File: src/rtl/edram_bank_ctrl.sv
// Request sequencer, refresh scheduler and power gating for one 256x8x32 eDRAM bank.
// Optional reverse body bias during sleep: define EDRAM_BANK_CTRL_RBB_EN.
module edram_bank_ctrl #(
   parameter int REFRESH_INTERVAL = 512,
   parameter int IDLE_TIMEOUT     = 64,
   parameter int WAKE_CYCLES      = 4
) (
   input  logic        clk,
   input  logic        rst,
   input  logic        req_valid,
   output logic        req_ready,
   input  logic        req_we,
   input  logic [10:0] req_addr,
   input  logic [31:0] req_wdata,
   output logic        rd_valid,
   output logic [31:0] rd_data,
   output logic [10:0] bank_addr,
   output logic [31:0] din,
   output logic        precharge_en,
   output logic        row_decode_en,
   output logic        col_decode_en,
   output logic        sense_amp_en,
   output logic        write_driver_en,
   output logic        power_gate_en,
   output logic        rbb_en,
   input  logic [31:0] bank_dout,
   output logic        sleep_status
);

   localparam int TW = $clog2(REFRESH_INTERVAL);
   localparam int IW = $clog2(IDLE_TIMEOUT + 1);
   localparam int WW = $clog2(WAKE_CYCLES + 1);
   localparam logic [TW-1:0] TMR_RELOAD = TW'(REFRESH_INTERVAL - 1);
   localparam logic [IW-1:0] IDLE_MAX   = IW'(IDLE_TIMEOUT);
   localparam logic [WW-1:0] WAKE_LOAD  = WW'(WAKE_CYCLES - 1);

   typedef enum logic [3:0] {
      S_IDLE, S_PRE, S_ROW, S_COL, S_RD, S_WR,
      S_RPRE, S_RROW, S_RSENSE, S_SLEEP, S_WAKE
   } state_t;

   state_t          state_q, state_d;
   logic [10:0]     addr_q, addr_d;
   logic [31:0]     din_q, din_d;
   logic [31:0]     rd_data_q, rd_data_d;
   logic            rd_valid_q, rd_valid_d;
   logic            we_q, we_d;
   logic [7:0]      ref_row_q, ref_row_d;
   logic [TW-1:0]   tmr_q, tmr_d;
   logic            pend_q, pend_d;
   logic [IW-1:0]   idle_q, idle_d;
   logic [WW-1:0]   wake_q, wake_d;
   logic            ready_q, ready_d;
   logic            pre_q, pre_d;
   logic            row_q, row_d;
   logic            col_q, col_d;
   logic            sense_q, sense_d;
   logic            wr_q, wr_d;
   logic            pg_q, pg_d;
   logic            slp_q, slp_d;

   always_comb begin
      state_d   = state_q;
      addr_d    = addr_q;
      din_d     = din_q;
      rd_data_d = rd_data_q;
      we_d      = we_q;
      ref_row_d = ref_row_q;
      idle_d    = idle_q;
      wake_d    = wake_q;
      tmr_d     = (tmr_q == '0) ? TMR_RELOAD : tmr_q - 1'b1;
      // A new expiry wins over the clear at the end of a refresh.
      pend_d    = (tmr_q == '0) | (pend_q & (state_q != S_RSENSE));
      unique case (state_q)
         S_IDLE: begin
            if (pend_q) begin
               state_d = S_RPRE;
               addr_d  = {ref_row_q, 3'b000};
            end else if (req_valid) begin
               state_d = S_PRE;
               addr_d  = req_addr;
               din_d   = req_wdata;
               we_d    = req_we;
               idle_d  = '0;
            end else if (idle_q == IDLE_MAX) begin
               state_d = S_SLEEP;
            end else begin
               idle_d = idle_q + 1'b1;
            end
         end
         S_PRE:    state_d = S_ROW;
         S_ROW:    state_d = S_COL;
         S_COL:    state_d = we_q ? S_WR : S_RD;
         S_RD: begin
            state_d   = S_IDLE;
            rd_data_d = bank_dout;
         end
         S_WR:     state_d = S_IDLE;
         S_RPRE:   state_d = S_RROW;
         S_RROW:   state_d = S_RSENSE;
         S_RSENSE: begin
            state_d   = S_IDLE;
            ref_row_d = ref_row_q + 8'd1;
         end
         S_SLEEP: begin
            if (req_valid | pend_q) begin
               state_d = S_WAKE;
               wake_d  = WAKE_LOAD;
            end
         end
         S_WAKE: begin
            if (wake_q == '0) state_d = S_IDLE;
            else              wake_d  = wake_q - 1'b1;
         end
         default:  state_d = S_IDLE;
      endcase
      rd_valid_d = (state_q == S_RD);
      ready_d    = (state_d == S_IDLE) & ~pend_d;
      pre_d      = (state_d == S_PRE) | (state_d == S_RPRE);
      row_d      = (state_d == S_ROW) | (state_d == S_RROW);
      col_d      = (state_d == S_COL);
      sense_d    = (state_d == S_RD) | (state_d == S_RSENSE);
      wr_d       = (state_d == S_WR);
      pg_d       = (state_d == S_SLEEP);
      slp_d      = (state_d == S_SLEEP) | (state_d == S_WAKE);
   end

   always_ff @(posedge clk) begin
      if (rst) begin
         state_q    <= S_IDLE;
         addr_q     <= '0;
         din_q      <= '0;
         rd_data_q  <= '0;
         rd_valid_q <= 1'b0;
         we_q       <= 1'b0;
         ref_row_q  <= '0;
         tmr_q      <= TMR_RELOAD;
         pend_q     <= 1'b0;
         idle_q     <= '0;
         wake_q     <= '0;
         ready_q    <= 1'b1;
         pre_q      <= 1'b0;
         row_q      <= 1'b0;
         col_q      <= 1'b0;
         sense_q    <= 1'b0;
         wr_q       <= 1'b0;
         pg_q       <= 1'b0;
         slp_q      <= 1'b0;
      end else begin
         state_q    <= state_d;
         addr_q     <= addr_d;
         din_q      <= din_d;
         rd_data_q  <= rd_data_d;
         rd_valid_q <= rd_valid_d;
         we_q       <= we_d;
         ref_row_q  <= ref_row_d;
         tmr_q      <= tmr_d;
         pend_q     <= pend_d;
         idle_q     <= idle_d;
         wake_q     <= wake_d;
         ready_q    <= ready_d;
         pre_q      <= pre_d;
         row_q      <= row_d;
         col_q      <= col_d;
         sense_q    <= sense_d;
         wr_q       <= wr_d;
         pg_q       <= pg_d;
         slp_q      <= slp_d;
      end
   end

`ifdef EDRAM_BANK_CTRL_RBB_EN
   logic rbb_q, rbb_d;

   always_comb begin
      rbb_d = (state_d == S_SLEEP);
   end

   always_ff @(posedge clk) begin
      if (rst) rbb_q <= 1'b0;
      else     rbb_q <= rbb_d;
   end

   assign rbb_en = rbb_q;
`else
   assign rbb_en = 1'b0;
`endif

   assign req_ready       = ready_q;
   assign rd_valid        = rd_valid_q;
   assign rd_data         = rd_data_q;
   assign bank_addr       = addr_q;
   assign din             = din_q;
   assign precharge_en    = pre_q;
   assign row_decode_en   = row_q;
   assign col_decode_en   = col_q;
   assign sense_amp_en    = sense_q;
   assign write_driver_en = wr_q;
   assign power_gate_en   = pg_q;
   assign sleep_status    = slp_q;

endmodule

File: config.mk
export PLATFORM = sky130hd
export DESIGN_NAME = edram_bank_ctrl
export DESIGN_NICKNAME = d
export VERILOG_FILES = /design/src/rtl/edram_bank_ctrl.sv
export SDC_FILE = /design/constraint.sdc
export NUM_CORES = 1
export LEC_CHECK = 0
export ABC_CLOCK_PERIOD_IN_PS = 1900
export BUFFER_PORTS_ARGS = -buffer_cell sky130_fd_sc_hd__buf_4
export CAP_MARGIN = 20
export CELL_PAD_IN_SITES_DETAIL_PLACEMENT = 1
export CELL_PAD_IN_SITES_GLOBAL_PLACEMENT = 1
export CORE_MARGIN = 1
export CORE_UTILIZATION = 35
export CTS_CLUSTER_DIAMETER = 30
export DETAILED_ROUTE_END_ITERATION = 8
export GPL_ROUTABILITY_DRIVEN = 0
export PLACE_DENSITY_LB_ADDON = 0.12
export SLEW_MARGIN = 30
export SYNTH_ARGS = -nofsm -noshare
export SYNTH_HDL_FRONTEND = slang
export SYNTH_SLANG_ARGS = --single-unit
File: constraint.sdc
create_clock -name clk -period 1.9 [get_ports clk]
set_input_delay 0.57 -clock clk [delete_from_list [all_inputs] [get_ports clk]]
set_output_delay 0.57 -clock clk [all_outputs]
set_load 0.05 [all_outputs]
==> run metrics <==
DP Area 6040 µm²; NumNets Final between 700 and 800; GRT Util Overall 0.198; Min-Delay Path Class in2reg; Reg2Reg Depth 6; commonest non-fill, non-tap cell in the layout buf_4; RSZ-0062 raised after global routing no; worst-case clock buffer depth 2; Critical Path Start Type register; antenna violations before repair 0; Slew Viols, Final 0; Main synth FF type dfxtp_1; Clk pwr share 0.374; Core ar. 12600 µm²; Max VDD drop 0.000508 V; synth warn 0; DR iter-0 viols 147; status complete, no violations; asr flop ratio synth 0; routed len/inst 14.6 µm; sequential power share 0.333; Chip Height about 120 µm; Crit. End Element register; footprint of the multi-input gates 2000 µm²; Worst Setup SP state_q[1]$_SDFF_PP0_; Final Instance Count excl. Fillers 892; FF/Latch Area 2350 µm²; clock slew at reported path FFs 50 ps; CP Class reg2reg; FILL cells between 1500 and 2000; Hold Vio Cnt, Final 0; worst hold path stage count 3; most frequent cells in the layout buf_4, nand2_1, dfxtp_1, a21oi_1, nor2_1; vias per cell 4.83; chip width 116 µm; fin crit period between 1500 and 2000 ps; layout cells sized above 1 0.328; switching power total slightly below 3 mW; # setup viols final 0; final WL 13.0 mm; Initial Util 0.360; row count approximately 40; dpl hpwl 9.18 mm; first-pass iteration count of the detailed router 4; drt drc 0; Post-Syn Area 4540 µm²; LEAKAGE 2.84 nW; later-pin clock latency in the skew report approximately 410 ps; CTS tree done; dpl cells approximately 860; total CTS buffers 17; Root Driver clkbuf_16; Buffers on Ports about 160; Finished Cell Area ~6700 µm²; count of different cell masters after synthesis 50; Internal 5.79 mW; Highest Clock Rate 566 MHz; clock tree sinks 117; vias post-DR 4312; number of flops mapped to enable cells by yosys 0; Die ar. 13400 µm²; clock skew 5.41 ps; Top Ports 164; max-cap violations 0; Sw Share 0.333; peak fanout along the critical path 17; Final Cycle Share 0.929; Diodes inserted 0; FF-to-FF Start state_q[1]$_SDFF_PP0_; post-synthesis cell count 533; Post-Syn Nets 618; first-pass GRT wire length 20.3 mm; H-tree depth 4; largest net degree at the start of global routing 55; vias in the first global route 4322; post-route antenna net violation count 0; pwr/cell area 1300 nW/µm²; Logic pwr share 0.293; critical path arrival 2110 ps; Mean Syn Cell Area 8.52 µm²; hold_sp bank_dout[29]; GRT overflow 0; Critical Path RT 2250 ps; register bit total from synthesis 117; Seq/Total Area, Yosys 0.516; area grow syn2layout 47.3%
-- flip-flops by register name, summed over array words and instances (netlist names), 3 cells and up --
name / cells
tmr_q: 9
rd_data: 32
ref_row_q: 8
bank_addr: 11
idle_q: 7
state_q: 4
din: 32
wake_q: 3
-- synthesized netlist by cell type, types with 2 or more instances --
cell type,n,area [µm²]
o21ai_0,2,10.0
nor2_1,35,131
ha_1,6,75.1
nand4_1,5,31.3
nand2b_1,6,37.5
a31oi_1,2,12.5
xor2_1,9,78.8
clkbuf_1,22,82.6
dfxtp_1,117,2340
nand3_1,8,40.0
inv_1,8,30.0
a22oi_1,3,22.5
and2_1,4,25.0
xnor2_1,8,70.1
o21bai_1,2,15.0
buf_6,4,45.0
buf_2,5,25.0
a21oi_1,70,350
or2_2,2,12.5
a221o_1,2,20.0
nor3_1,10,50.1
mux2i_1,10,100
and3_1,4,25.0
buf_4,3,22.5
o31a_1,2,17.5
nor2b_1,6,37.5
nor4_1,3,18.8
a211oi_1,11,82.6
nand2_1,143,537
-- kinds of logic (layout without fill, tap and decap cells) --
kind of cell | count (synthesis) | count (layout) | share of synthesized area
AOI/OAI and AO/OA | 102 | 102 | 0.134
other | 1 | 1 | 0.000826
adders and majority gates | 6 | 6 | 0.0165
DFF | 117 | 117 | 0.516
xor gates and xnor gates | 17 | 17 | 0.0328
buffers and inverters | 43 | 230 | 0.0460
and+or+nand+nor | 237 | 237 | 0.232
muxes | 10 | 10 | 0.0220
-- final timing paths --
kind	endpoint	slack [ps]
setup / recovery	din[12]$_SDFFE_PP0P_	130
hold / removal	rd_data[29]$_SDFFE_PP0P_	400
setup reg to reg	din[12]$_SDFFE_PP0P_	130
hold reg to reg	tmr_q[0]$_SDFF_PP1_	410
-- power by group through the flow --
stage | combinational, mW | sequential [mW] | clock (mW)
after floorplan | 0.917 | 3.68 | 0
final | 2.55 | 2.89 | 3.25
after CTS | 2.50 | 2.89 | 3.32
after global placement | 2.44 | 2.92 | 0
after detailed placement | 2.49 | 2.93 | 0
after global routing | 2.75 | 2.92 | 3.43
-- stage by stage --
| stage | setup WS, ps | power, mW | utilization | setup TNS [ps] | hold slack, ps |
|---|---|---|---|---|---|
| after floorplan | 134 | 4.60 | - | 0 | 371 |
| after global placement | -0.974 | 5.36 | 0.478 | -0.974 | 384 |
| after detailed placement | -84.0 | 5.43 | 0.478 | -100 | 389 |
| after CTS | 29.0 | 8.71 | 0.526 | 0 | 386 |
| after global routing | 3.31 | 9.10 | 0.530 | 0 | 396 |
| final | 134 | 8.68 | 0.530 | 0 | 403 |
-- worst max-delay path, cell delays in order (launching register included) --
cell       delay [ps]
dfxtp_2           350
or4_4             600
nor2_4            170
and2_4            200
clkbuf_16         190
nand2_1            70
a21oi_1           120
-- layout make-up --
cell class | instances | area share
Inverter | 8 | 0.00449
Multi-Input combinational cell | 373 | 0.299
Sequential cell | 117 | 0.351
Timing Repair Buffer | 190 | 0.223
Clock buffer | 22 | 0.0709
Clock inverter | 10 | 0.0191
Tap cell | 172 | 0.0322
-- repair_timing --
action	in CTS	in global routing
hold buffers	0	0
buffers inserted	0	1
gates resized for setup	0	6
endpoints found under the setup margin	0	34
-- routing by layer --
metal | part of all wire | global-route usage | vias to the layer above
met2 | 0.50 | 0.346 | 130
met4 | 0.026 | 0.0974 | 0
met1 | 0.42 | 0.219 | 2033
met3 | 0.059 | 0.0596 | 28
met5 | 0 | 0 | -
li1 | - | - | 2121
No activity file was read; power rests on OpenSTA's default activity.
